`src/rtl/sevenseg_pkg.sv`:
```
// Shared constants, state encoding and segment decode for the seven-segment display driver.
// Latency: n/a (declarations only).
// Backpressure: n/a.
package sevenseg_pkg;

    localparam int NUM_DIGITS = 4;
    localparam int BIN_W      = 14;
    localparam int BCD_W      = 16;

    localparam logic [BIN_W-1:0] MAX_VAL    = 14'd9999;
    // Final value of the iteration counter: 14 shift steps, counted 0..13
    localparam logic [3:0]       LAST_ITER  = 4'd13;

    // Active-low segment patterns, bit order {g,f,e,d,c,b,a}
    localparam logic [6:0] SEG_0     = 7'b1000000;
    localparam logic [6:0] SEG_1     = 7'b1111001;
    localparam logic [6:0] SEG_2     = 7'b0100100;
    localparam logic [6:0] SEG_3     = 7'b0110000;
    localparam logic [6:0] SEG_4     = 7'b0011001;
    localparam logic [6:0] SEG_5     = 7'b0010010;
    localparam logic [6:0] SEG_6     = 7'b0000010;
    localparam logic [6:0] SEG_7     = 7'b1111000;
    localparam logic [6:0] SEG_8     = 7'b0000000;
    localparam logic [6:0] SEG_9     = 7'b0010000;
    localparam logic [6:0] SEG_BLANK = 7'b1111111;

    typedef enum logic [1:0] {
        IDLE  = 2'd0,
        SHIFT = 2'd1,
        DONE  = 2'd2
    } conv_state_t;

    // BCD digit to segment pattern; codes 10-15 never occur and show nothing
    function automatic logic [6:0] seg_decode(input logic [3:0] digit);
        logic [6:0] pat;
        case (digit)
            4'd0:    pat = SEG_0;
            4'd1:    pat = SEG_1;
            4'd2:    pat = SEG_2;
            4'd3:    pat = SEG_3;
            4'd4:    pat = SEG_4;
            4'd5:    pat = SEG_5;
            4'd6:    pat = SEG_6;
            4'd7:    pat = SEG_7;
            4'd8:    pat = SEG_8;
            4'd9:    pat = SEG_9;
            default: pat = SEG_BLANK;
        endcase
        return pat;
    endfunction

endpackage

```
`src/rtl/bin2bcd_seq.sv`:
```
// Sequential double-dabble: saturates a 14-bit binary value to 9999 and converts it to 4 BCD digits.
// Latency: free-running, 16 cycles per conversion (IDLE 1, SHIFT 14, DONE 1); bcd valid while bcd_valid=1.
// Backpressure: none; bin is sampled only in IDLE and the result is offered for the single DONE cycle.
module bin2bcd_seq
    import sevenseg_pkg::*;
(
    input  logic             clk,
    input  logic             rst,
    input  logic [BIN_W-1:0] bin,
    output logic [BCD_W-1:0] bcd,
    output logic             bcd_valid,
    output logic             busy
);

    conv_state_t      state;
    logic [BCD_W-1:0] acc;
    logic [BCD_W-1:0] acc_adj;
    logic [BIN_W-1:0] bin_sh;
    logic [3:0]       iter;

    // The accumulator is a flop and stays stable through DONE, so the consumer copies it directly
    assign bcd       = acc;
    assign bcd_valid = (state == DONE);

    // Add-3 correction of every BCD nibble that would overflow past 9 when doubled
    always_comb begin
        acc_adj = acc;
        for (int i = 0; i < NUM_DIGITS; i++) begin
            if (acc[4*i +: 4] >= 4'd5) begin
                acc_adj[4*i +: 4] = acc[4*i +: 4] + 4'd3;
            end
        end
    end

    // Converter FSM: capture, 14 adjust-and-shift steps, hand off result
    always_ff @(posedge clk or posedge rst) begin
        if (rst) begin
            state  <= IDLE;
            acc    <= '0;
            bin_sh <= '0;
            iter   <= '0;
            busy   <= 1'b0;
        end else begin
            case (state)
                IDLE: begin
                    bin_sh <= (bin > MAX_VAL) ? MAX_VAL : bin;
                    acc    <= '0;
                    iter   <= '0;
                    busy   <= 1'b1;
                    state  <= SHIFT;
                end
                SHIFT: begin
                    {acc, bin_sh} <= {acc_adj, bin_sh} << 1;
                    iter          <= iter + 4'd1;
                    if (iter == LAST_ITER) begin
                        busy  <= 1'b0;
                        state <= DONE;
                    end
                end
                DONE: begin
                    state <= IDLE;
                end
                default: begin
                    busy  <= 1'b0;
                    state <= IDLE;
                end
            endcase
        end
    end

endmodule

```
`src/rtl/sevenseg_driver.sv`:
```
// Four-digit common-anode display driver: converts value to BCD and scans one digit per refresh strobe edge.
// Latency: new value visible within 32 clk cycles; digit outputs change on the clk edge that sees the strobe rise.
// Backpressure: none; the strobe is sampled as data and outputs hold between strobe edges.
module sevenseg_driver
    import sevenseg_pkg::*;
#(
    parameter bit BLANK_LEADING = 1'b1,
    parameter int DP_DIGIT      = 2
) (
    input  logic             clk,
    input  logic             rst,
    input  logic             scan_clk,
    input  logic [BIN_W-1:0] value,
    input  logic             dp_en,
    output logic [3:0]       an,
    output logic [6:0]       seg,
    output logic             dp_n,
    output logic             busy
);

    localparam logic [1:0] DP_IDX = DP_DIGIT[1:0];

    logic                             scan_q;
    logic                             tick;
    logic [1:0]                       digit_idx;
    logic [1:0]                       next_idx;
    logic [NUM_DIGITS-1:0][3:0]       disp;
    logic                             disp_valid;
    logic [BCD_W-1:0]                 conv_bcd;
    logic                             conv_valid;
    logic                             upper_zero;
    logic                             blank_sel;
    logic [6:0]                       nxt_seg;
    logic [3:0]                       nxt_an;
    logic                             nxt_dp_n;

    bin2bcd_seq u_conv (
        .clk       (clk),
        .rst       (rst),
        .bin       (value),
        .bcd       (conv_bcd),
        .bcd_valid (conv_valid),
        .busy      (busy)
    );

    assign tick     = scan_clk & ~scan_q;
    assign next_idx = digit_idx + 2'd1;

    // Display registers only change on a finished conversion, so no digit shows a partial result
    always_ff @(posedge clk or posedge rst) begin
        if (rst) begin
            disp       <= '0;
            disp_valid <= 1'b0;
        end else if (conv_valid) begin
            disp       <= conv_bcd;
            disp_valid <= 1'b1;
        end
    end

    // Pattern for the digit about to be selected, with leading-zero blanking above digit 0
    always_comb begin
        upper_zero = 1'b1;
        blank_sel  = 1'b0;
        for (int j = NUM_DIGITS - 1; j >= 1; j--) begin
            if (disp[j] != 4'd0) begin
                upper_zero = 1'b0;
            end
            if (2'(j) == next_idx) begin
                blank_sel = BLANK_LEADING && upper_zero;
            end
        end
        nxt_seg  = (!disp_valid || blank_sel) ? SEG_BLANK : seg_decode(disp[next_idx]);
        nxt_an   = disp_valid ? ~(4'b0001 << next_idx) : 4'b1111;
        nxt_dp_n = ~(dp_en && (next_idx == DP_IDX));
    end

    // Strobe edge detect and scan outputs, advanced one digit per strobe rise
    always_ff @(posedge clk or posedge rst) begin
        if (rst) begin
            scan_q    <= 1'b0;
            digit_idx <= 2'd0;
            an        <= 4'b1111;
            seg       <= SEG_BLANK;
            dp_n      <= 1'b1;
        end else begin
            scan_q <= scan_clk;
            if (tick) begin
                digit_idx <= next_idx;
                an        <= nxt_an;
                seg       <= nxt_seg;
                dp_n      <= nxt_dp_n;
            end
        end
    end

endmodule
```
`config.mk`:
```
export PLATFORM = sky130hd
export DESIGN_NAME = sevenseg_driver
export DESIGN_NICKNAME = d
export VERILOG_FILES = /design/src/rtl/sevenseg_pkg.sv /design/src/rtl/bin2bcd_seq.sv /design/src/rtl/sevenseg_driver.sv
export SDC_FILE = /design/constraint.sdc
export NUM_CORES = 1
export LEC_CHECK = 0
export ABC_CLOCK_PERIOD_IN_PS = 4200
export CORE_MARGIN = 2
export CORE_UTILIZATION = 62
export CTS_CLUSTER_DIAMETER = 100
export CTS_CLUSTER_SIZE = 40
export DETAILED_ROUTE_END_ITERATION = 10
export PLACE_DENSITY = 0.85
export SYNTH_ARGS = -nofsm -noshare
export SYNTH_HDL_FRONTEND = slang
export SYNTH_HIERARCHICAL = 1
export SYNTH_SLANG_ARGS = --single-unit
```
`constraint.sdc`:
```
create_clock -name clk -period 4.2 [get_ports clk]
set_input_delay 0.63 -clock clk [delete_from_list [all_inputs] [get_ports clk]]
set_output_delay 0.63 -clock clk [all_outputs]
set_load 0.01 [all_outputs]
```
==> flow_metrics.tcl, run 1 <==
set metrics [dict create \
    dr.pass1.iters 4 \
    crit_buf_inv 2 \
    period_needed_ns 2.36 \
    power_leakage_nw 1.71 \
    critPathLaunchType "register" \
    grt_use_total 0.243 \
    p_per_area_nw_per_um2 557 \
    row_count 27 \
    yosys_most_used_dff "dfrtp_1" \
    ant_nets 0 \
    hpwl_um 4700 \
    path_cells "inv_1 > ha_1 > mux4_1 > inv_1 > ha_1 > nor2b_1 > mux2i_1 > o22a_1" \
    routedLengthMet1_um 2970 \
    clk_pin_slew_ns 0.07 \
    wl_met3_um 250 \
    wl_um 6630 \
    io-pin-count 31 \
    min_from "u_conv/bin_sh[12]" \
    htree_levels 3 \
    drt-initial-drc-count 148 \
    grt_overflow 0 \
    hold_path_depth 2 \
    fin_ws_ns 1.84 \
    start_util 0.635 \
    fin_crit_sh 0.563 \
    cp_max_fo 7 \
    arrival_ns 2.64 \
    hold_slack_ns 0.492 \
    tritoncts "done" \
    max_freq_mhz 423 \
    hold_viol 0 \
    wire_per_inst_um 15.6 \
    vias 2460 \
    worst-setup-path-type "register to register" \
    reg2regPathDepth 8 \
    grt_pass1_wl_um 11600 \
    area_growth_pct 15.8 \
    place_congestion 0.799 \
    top_layer "met4" \
    met2WireLength_um 3230 \
    die-area_um2 6220 \
    required_ns 4.47 \
    hold_end "u_conv/bin_sh[12]" \
    placed_cell_area_um2 3840 \
    grt_max_degree 38 \
    crit-reg2reg-launch "digit_idx[0]" \
    slew_violations 0 \
    setup_violations 0 \
    synthDistinctLibCells 51 \
    core_area_um2 5470 \
    slowest_delay_ns 0.51 \
    rsz0062_at_grt "no" \
    critPathTopFamily "adder cells" \
    vias_per_cell 5.79 \
    synth-edff-count 0 \
    slew-limit-headroom 0.473 \
    mostFrequentLayoutCells "dfrtp_1 (57), clkdlybuf4s50_1 (30), o21ai_0 (28)" \
    die_y_um 78.9 \
    syn-instance-count 315 \
    clk_root_buffer_cell "clkbuf_8" \
    worst-slew-pin-transition_ns 0.789 \
    cts.hold.buffers_added 0 \
    diodes 0 \
    cts_buffers 9 \
    clk_latency_ns 0.34 \
    cts.sinks 69 \
    drive_gt1_frac 0.173 \
    cts_setup_buffers 0 \
    hp-class "register to register" \
    worst_path_max_delay_cell "dfrtp_1" \
    drc 0 \
    cts_resized 0 \
    finalInstanceArea_um2 4030 \
    async_flop_share 1.00 \
    grt_pass1_vias 2472 \
    syn-cell-area_um2 3480 \
    port_buffers 30 \
    ys_ff_latch 69 \
    layout_commonest_cell "dfrtp_1" \
    pre_cts_slack_ns 1.89 \
    clk_path_buf_depth 2 \
    layout.nets 385 \
    post_synth.cell_area_avg_um2 11.0 \
    syn_nets 352 \
    antenna_found_initial 0 \
    regToRegSetupSlack_ns 1.84 \
    finalClockSkew_ns 0.00787 \
    die_x_um 78.9 \
    yosysSeqAreaShare 0.501 \
    power_mw 2.24 \
    cap_violations 0 \
    finalSetupTns_ns 0 \
    rr_endpoint "seg[4]" \
    yosysWarnings 6 \
    ir_drop_v 0.000374 \
    cp-end-kind "register" \
    status "complete, no violations" \
]
[synthesized netlist by cell type, types with 3 or more instances]
master     n  area share
a21oi_1   16       0.023
a221oi_1   4       0.010
a22o_1     4       0.010
a31oi_1    5      0.0090
buf_1      3      0.0032
clkbuf_1   8      0.0086
dfrtp_1   57        0.41
dfstp_2   12       0.091
ha_1      19       0.068
inv_1     22       0.024
mux2_2    16       0.052
mux2i_1    4       0.012
mux4_2     3       0.019
nand2_1   27       0.029
nand2b_1  10       0.018
nor2_1     9      0.0097
nor2b_1    4      0.0072
nor3_1     6      0.0086
o21ai_0   28       0.040
o221a_1    3      0.0097
o22a_1     7       0.018
o22ai_1    3      0.0054
o31ai_1    4      0.0086
xnor2_1    5       0.013
xor2_1     3      0.0076
[sequential cells by signal, summed over array words and instances, names as in the netlist]
name	count
u_conv/bcd	16
u_conv/iter	4
u_conv/busy	1
u_conv/state	2
seg	7
scan_q	1
dp_n	1
u_conv/bin_sh	14
digit_idx	2
disp_valid	1
an	4
disp	16
[layout make-up]
class                      instances  area [um^2]
timing repair buffer              36          345
sequential                        69         1740
clock buffer                      12          135
clock inverter                     4         48.8
multi-input combinational        209         1580
fill                             362         1450
tap                               72         90.1
inverter                          23         86.3
[routing by layer]
metal	up-vias	track usage
li1	1181	-
met1	1209	0.329
met2	49	0.375
met3	21	0.0523
met4	0	0.117
met5	-	0
[worst max-delay path by stage]
stage / endpoint / slack, ns / start / cells after the start
after global placement: seg[3] / 1.99 / digit_idx[0] / 8
after floorplan: seg[3] / 2.08 / digit_idx[0] / 8
after global routing: seg[4] / 1.63 / digit_idx[0] / 9
final: seg[4] / 1.84 / digit_idx[0] / 8
after CTS: seg[3] / 1.83 / digit_idx[0] / 8
after detailed placement: seg[1] / 1.89 / digit_idx[0] / 6
[worst reg2reg max path, cell delays in order, from the launching register on]
cell	delay (ns)
dfrtp_1	0.51
inv_1	0.15
ha_1	0.42
mux4_1	0.39
inv_1	0.15
ha_1	0.18
nor2b_1	0.20
mux2i_1	0.13
o22a_1	0.17
[report_power, final]
part | switching, mW | internal, mW
logic | 0.390 | 0.427
clock network | 0.239 | 0.274
registers | 0.0907 | 0.823
total | 0.720 | 1.52
[cell families (layout without fill, tap and decap cells)]
| family | after synthesis | count (layout) | synth area share |
|---|---|---|---|
| AOI/OAI and AO/OA | 86 | 86 | 0.167 |
| and+or+nand+nor | 72 | 72 | 0.108 |
| xor gates and xnor gates | 8 | 8 | 0.0202 |
| muxes | 24 | 24 | 0.0904 |
| buffers and inverters | 37 | 75 | 0.0446 |
| adders and majority gates | 19 | 19 | 0.0684 |
| DFF | 69 | 69 | 0.501 |
[through the flow]
step                       util  instances
final                     0.736        425
after detailed placement  0.702        409
after global routing      0.736        425
after CTS                 0.736        425
after global placement    0.702        409
after floorplan               -        315
Note: power is estimated with default switching activity, not from simulation.
==> run 2: changes to the inputs <==
--- a/config.mk
+++ b/config.mk
@@ -5,13 +5,13 @@
 export SDC_FILE = /design/constraint.sdc
 export NUM_CORES = 1
 export LEC_CHECK = 0
-export ABC_CLOCK_PERIOD_IN_PS = 4200
+export ABC_CLOCK_PERIOD_IN_PS = 2350
 export CORE_MARGIN = 2
-export CORE_UTILIZATION = 62
+export CORE_UTILIZATION = 57
 export CTS_CLUSTER_DIAMETER = 100
 export CTS_CLUSTER_SIZE = 40
 export DETAILED_ROUTE_END_ITERATION = 10
-export PLACE_DENSITY = 0.85
+export PLACE_DENSITY = 0.79
 export SYNTH_ARGS = -nofsm -noshare
 export SYNTH_HDL_FRONTEND = slang
 export SYNTH_HIERARCHICAL = 1
==> constraint.sdc (replaced) <==
create_clock -name clk -period 2.35 [get_ports clk]
set_input_delay 0.3525 -clock clk [delete_from_list [all_inputs] [get_ports clk]]
set_output_delay 0.3525 -clock clk [all_outputs]
set_load 0.01 [all_outputs]
==> flow_metrics.tcl, run 2 (synthesis gave the netlist of run 1 again) <==
set metrics [dict create \
    regToRegSetupSlack_ns 0.23 \
    clk_root_buffer_cell "clkbuf_8" \
    met2WireLength_um 3420 \
    mostFrequentLayoutCells "dfrtp_1 (57), clkdlybuf4s50_1 (30), o21ai_0 (28)" \
    required_ns 2.63 \
    cts_buffers 9 \
    slew-limit-headroom 0.636 \
    finalClockSkew_ns 0.00725 \
    grt_use_total 0.236 \
    dr.pass1.iters 4 \
    crit_buf_inv 2 \
    diodes 0 \
    clk_path_buf_depth 2 \
    vias 2463 \
    row_count 28 \
    hold_viol 0 \
    p_per_area_nw_per_um2 998 \
    max_freq_mhz 471 \
    clk_latency_ns 0.33 \
    layout.nets 387 \
    htree_levels 3 \
    reg2regPathDepth 8 \
    worst_path_max_delay_cell "mux4_2" \
    critPathLaunchType "register" \
    grt_pass1_wl_um 12000 \
    setup_violations 0 \
    core_area_um2 5920 \
    cap_violations 0 \
    drc 0 \
    cts.sinks 69 \
    slew_violations 0 \
    die_x_um 82.1 \
    port_buffers 30 \
    die-area_um2 6740 \
    area_growth_pct 16.7 \
    grt_max_degree 38 \
    hpwl_um 4790 \
    power_mw 4.05 \
    finalSetupTns_ns 0 \
    wl_um 6900 \
    grt_pass1_vias 2498 \
    crit-reg2reg-launch "digit_idx[1]" \
    arrival_ns 2.40 \
    rsz0062_at_grt "no" \
    path_cells "inv_1 > ha_1 > mux4_2 > inv_1 > ha_1 > nand2b_1 > a21oi_1 > o22a_1" \
    io-pin-count 31 \
    start_util 0.587 \
    wire_per_inst_um 16.0 \
    ir_drop_v 0.000742 \
    drive_gt1_frac 0.175 \
    worst-setup-path-type "register to register" \
    cp_max_fo 5 \
    vias_per_cell 5.73 \
    cts_setup_buffers 0 \
    clk_pin_slew_ns 0.07 \
    critPathTopFamily "adder cells" \
    routedLengthMet1_um 3220 \
    worst-slew-pin-transition_ns 0.545 \
    period_needed_ns 2.12 \
    slowest_delay_ns 0.40 \
    drt-initial-drc-count 126 \
    regArea_um2 1740 \
    top_layer "met4" \
    ant_nets 0 \
    wl_met3_um 163 \
    layout_commonest_cell "dfrtp_1" \
    tritoncts "done" \
    cp-end-kind "register" \
    power_leakage_nw 1.72 \
    die_y_um 82.1 \
    cts.hold.buffers_added 0 \
    hp-class "input port to async pin" \
    rr_endpoint "seg[3]" \
    utilization 0.685 \
    status "complete, no violations" \
    antenna_found_initial 0 \
    place_congestion 0.866 \
    cts_resized 0 \
    fill_cells 437 \
    fin_crit_sh 0.903 \
    multi_input_area_um2 1580 \
    grt_overflow 0 \
]
## run 2: metal layers
metal	global-route usage	vias to the layer above
met1	0.312	1225
met3	0.0446	11
li1	-	1188
met2	0.389	39
met4	0.0867	0
met5	0	-
## run 2: layout make-up
type                       instances  share of cell area
inverter                          23              0.0213
timing repair buffer              38              0.0888
multi-input combinational        209               0.389
tap                               75              0.0231
clock inverter                     1             0.00740
clock buffer                      15              0.0410
sequential                        69               0.429
## run 2: per-stage QoR
stage	instances	cell area, um^2	setup WS (ns)	hold WS, ns
6_report	430	4060	0.229	0.426
4_1_cts	430	4060	0.227	0.433
3_3_place_gp	414	3860	0.340	0.465
5_1_grt	430	4060	0.0668	0.482
2_1_floorplan	315	3480	0.227	0.384
3_5_place_dp	414	3860	0.247	0.475
## run 2: tightest hold or removal path: cells and delay by family
kind	cells	cell delay, ns
buffers and inverters	3	0.82
## run 2: worst max path at each step
stage            startpoint     end  slack, ns  depth (start not counted)
2_1_floorplan  digit_idx[0]  seg[3]       0.23                          8
3_3_place_gp   digit_idx[1]  seg[3]       0.34                          8
3_5_place_dp   digit_idx[1]  seg[3]       0.25                          8
4_1_cts        digit_idx[1]  seg[3]       0.23                          8
5_1_grt        digit_idx[1]  seg[3]       0.07                          8
6_report       digit_idx[1]  seg[3]       0.23                          8
## run 2: where the power goes
| part | leakage (nW) | internal [mW] | total, mW | switching [mW] |
|---|---|---|---|---|
| registers | 0.846 | 1.47 | 1.62 | 0.147 |
| logic | 0.775 | 0.765 | 1.46 | 0.698 |
| clock network | 0.0979 | 0.551 | 0.969 | 0.417 |
==> run 3: changes to the inputs <==
--- a/config.mk
+++ b/config.mk
@@ -7,11 +7,10 @@
 export LEC_CHECK = 0
 export ABC_CLOCK_PERIOD_IN_PS = 2350
 export CORE_MARGIN = 2
-export CORE_UTILIZATION = 57
+export CORE_UTILIZATION = 36
 export CTS_CLUSTER_DIAMETER = 100
 export CTS_CLUSTER_SIZE = 40
 export DETAILED_ROUTE_END_ITERATION = 10
-export PLACE_DENSITY = 0.79
 export SYNTH_ARGS = -nofsm -noshare
 export SYNTH_HDL_FRONTEND = slang
 export SYNTH_HIERARCHICAL = 1
==> flow_metrics.tcl, run 3 (synthesis gave the netlist of run 1 again) <==
set metrics [dict create \
    core_area_um2 9280 \
    met3_usage 0.0451 \
    die_x_um 102 \
    layout.nets 388 \
    top_usage_layer "met2" \
    setup_violations 0 \
    mostFrequentLayoutCells "dfrtp_1 (57), clkdlybuf4s50_1 (30), o21ai_0 (28)" \
    multi_input_area_um2 1580 \
    clk_path_buf_depth 2 \
    wl_um 6610 \
    grt_use_met1 0.169 \
    slew_violations 0 \
    combPwrFrac 0.360 \
    cp_max_fo 5 \
    hp-class "input port to async pin" \
    slew-limit-headroom 0.676 \
    cts.sinks 69 \
    pwr-share-clk 0.237 \
    worst-setup-path-type "register to register" \
    tritoncts "done" \
    die-area_um2 10500 \
    worst-slew-pin-transition_ns 0.485 \
    cts_setup_buffers 0 \
    layout_commonest_cell "dfrtp_1" \
    area_growth_pct 18.8 \
    grt_pass1_wl_um 11700 \
    cts_buffers 9 \
    drt-initial-drc-count 66 \
    dr.pass1.iters 4 \
    hpwl_um 4670 \
    grt_pass1_vias 2520 \
    p_int_mw 2.75 \
    vias_per_cell 5.02 \
    clk_latency_ns 0.34 \
    use_met2 0.249 \
    ant_nets 0 \
    switching_share 0.313 \
    slowest_delay_ns 0.41 \
    row_count 35 \
    drive_gt1_frac 0.185 \
    reg2regPathDepth 8 \
    fin_cells 485 \
    io-pin-count 31 \
    vias 2436 \
    cp-end-kind "register" \
    power_leakage_nw 1.73 \
    antenna_found_initial 0 \
    required_ns 2.63 \
    p_sw_mw 1.25 \
    start_util 0.374 \
    htree_levels 3 \
    finalSetupTns_ns 0 \
    drc 0 \
    grt_use_total 0.143 \
    seq_power_share 0.403 \
    cts.hold.buffers_added 0 \
    cap_violations 0 \
    hold_viol 0 \
    dp.cells 469 \
    period_needed_ns 2.18 \
    finalClockSkew_ns 0.0114 \
    rsz0062_at_grt "no" \
    clk_pin_slew_ns 0.08 \
    fill_cells 898 \
    grt_overflow 0 \
    fin_crit_sh 0.928 \
    clk_root_buffer_cell "clkbuf_8" \
    port_buffers 30 \
    die_y_um 102 \
    max_freq_mhz 459 \
    path_cells "inv_1 > ha_1 > mux4_2 > inv_1 > ha_1 > nand2b_1 > a21oi_1 > o22a_1" \
    regArea_um2 1740 \
    ir_drop_v 0.000371 \
    cts_resized 0 \
    arrival_ns 2.46 \
    diodes 0 \
    p_per_area_nw_per_um2 968 \
    grt_max_degree 38 \
    place_congestion 0.734 \
    worst_path_max_delay_cell "ha_1" \
    wire_per_inst_um 13.6 \
    critPathLaunchType "register" \
    status "complete, no violations" \
]
## run 3: cell types whose count changed in the layout (fill, tap and decap cells not counted), sizes merged
cell / change
buf: +1
clkbuf: -4
clkinv: +4
## run 3: final timing paths
kind | startpoint | slack (ns) | endpoint
max | digit_idx[1] | 0.17 | seg[3]
min | rst | 0.42 | digit_idx[1]
max reg2reg | digit_idx[1] | 0.17 | seg[3]
min reg2reg | u_conv/bin_sh[13] | 0.49 | u_conv/bin_sh[13]
max in group asynchronous | rst | 1.55 | u_conv/bcd[6]
min in group clk | scan_clk | 0.48 | scan_q
## run 3: worst max-delay path: cells and delay by family, from the launching register on
family	cells	cell delay, ns
adders and majority gates	2	0.66
muxes	1	0.40
AOI/OAI and AO/OA	2	0.29
and+or+nand+nor	1	0.14
buffers and inverters	2	0.24
DFF	1	0.38
## run 3: metrics by stage
stage / worst slack (ns) / instance area, um^2 / power, mW / hold slack, ns / util
after floorplan: 0.227 / 3480 / 2.68 / 0.384 / -
after global placement: 0.334 / 3940 / 3.04 / 0.464 / 0.424
after detailed placement: 0.226 / 3940 / 3.09 / 0.478 / 0.424
after CTS: 0.157 / 4130 / 4.06 / 0.417 / 0.445
after global routing: 0.0203 / 4130 / 4.28 / 0.456 / 0.445
final: 0.170 / 4130 / 4.00 / 0.423 / 0.445
## run 3: power groups by stage
stage	Sequential [mW]	Clock (mW)	Combinational [mW]
after floorplan	1.66	0	1.02
after detailed placement	1.64	0	1.45
final	1.61	0.947	1.44
after global placement	1.63	0	1.41
after global routing	1.64	1.03	1.60
after CTS	1.62	0.985	1.46
## run 3: area by class of cell
class	count	share of cell area
multi-input cells	209	0.383
inverters	23	0.0209
flip-flops and latches	69	0.422
well taps	129	0.0391
clock inverters	5	0.0121
clock buffers	11	0.0343
repair buffers	39	0.0891
## run 3: layer usage
metal / routed length, um / vias to the layer above
met2: 3250 / 47
met1: 3050 / 1190
met4: 58 / 0
met3: 250 / 5
li1: - / 1194
met5: 0 / -
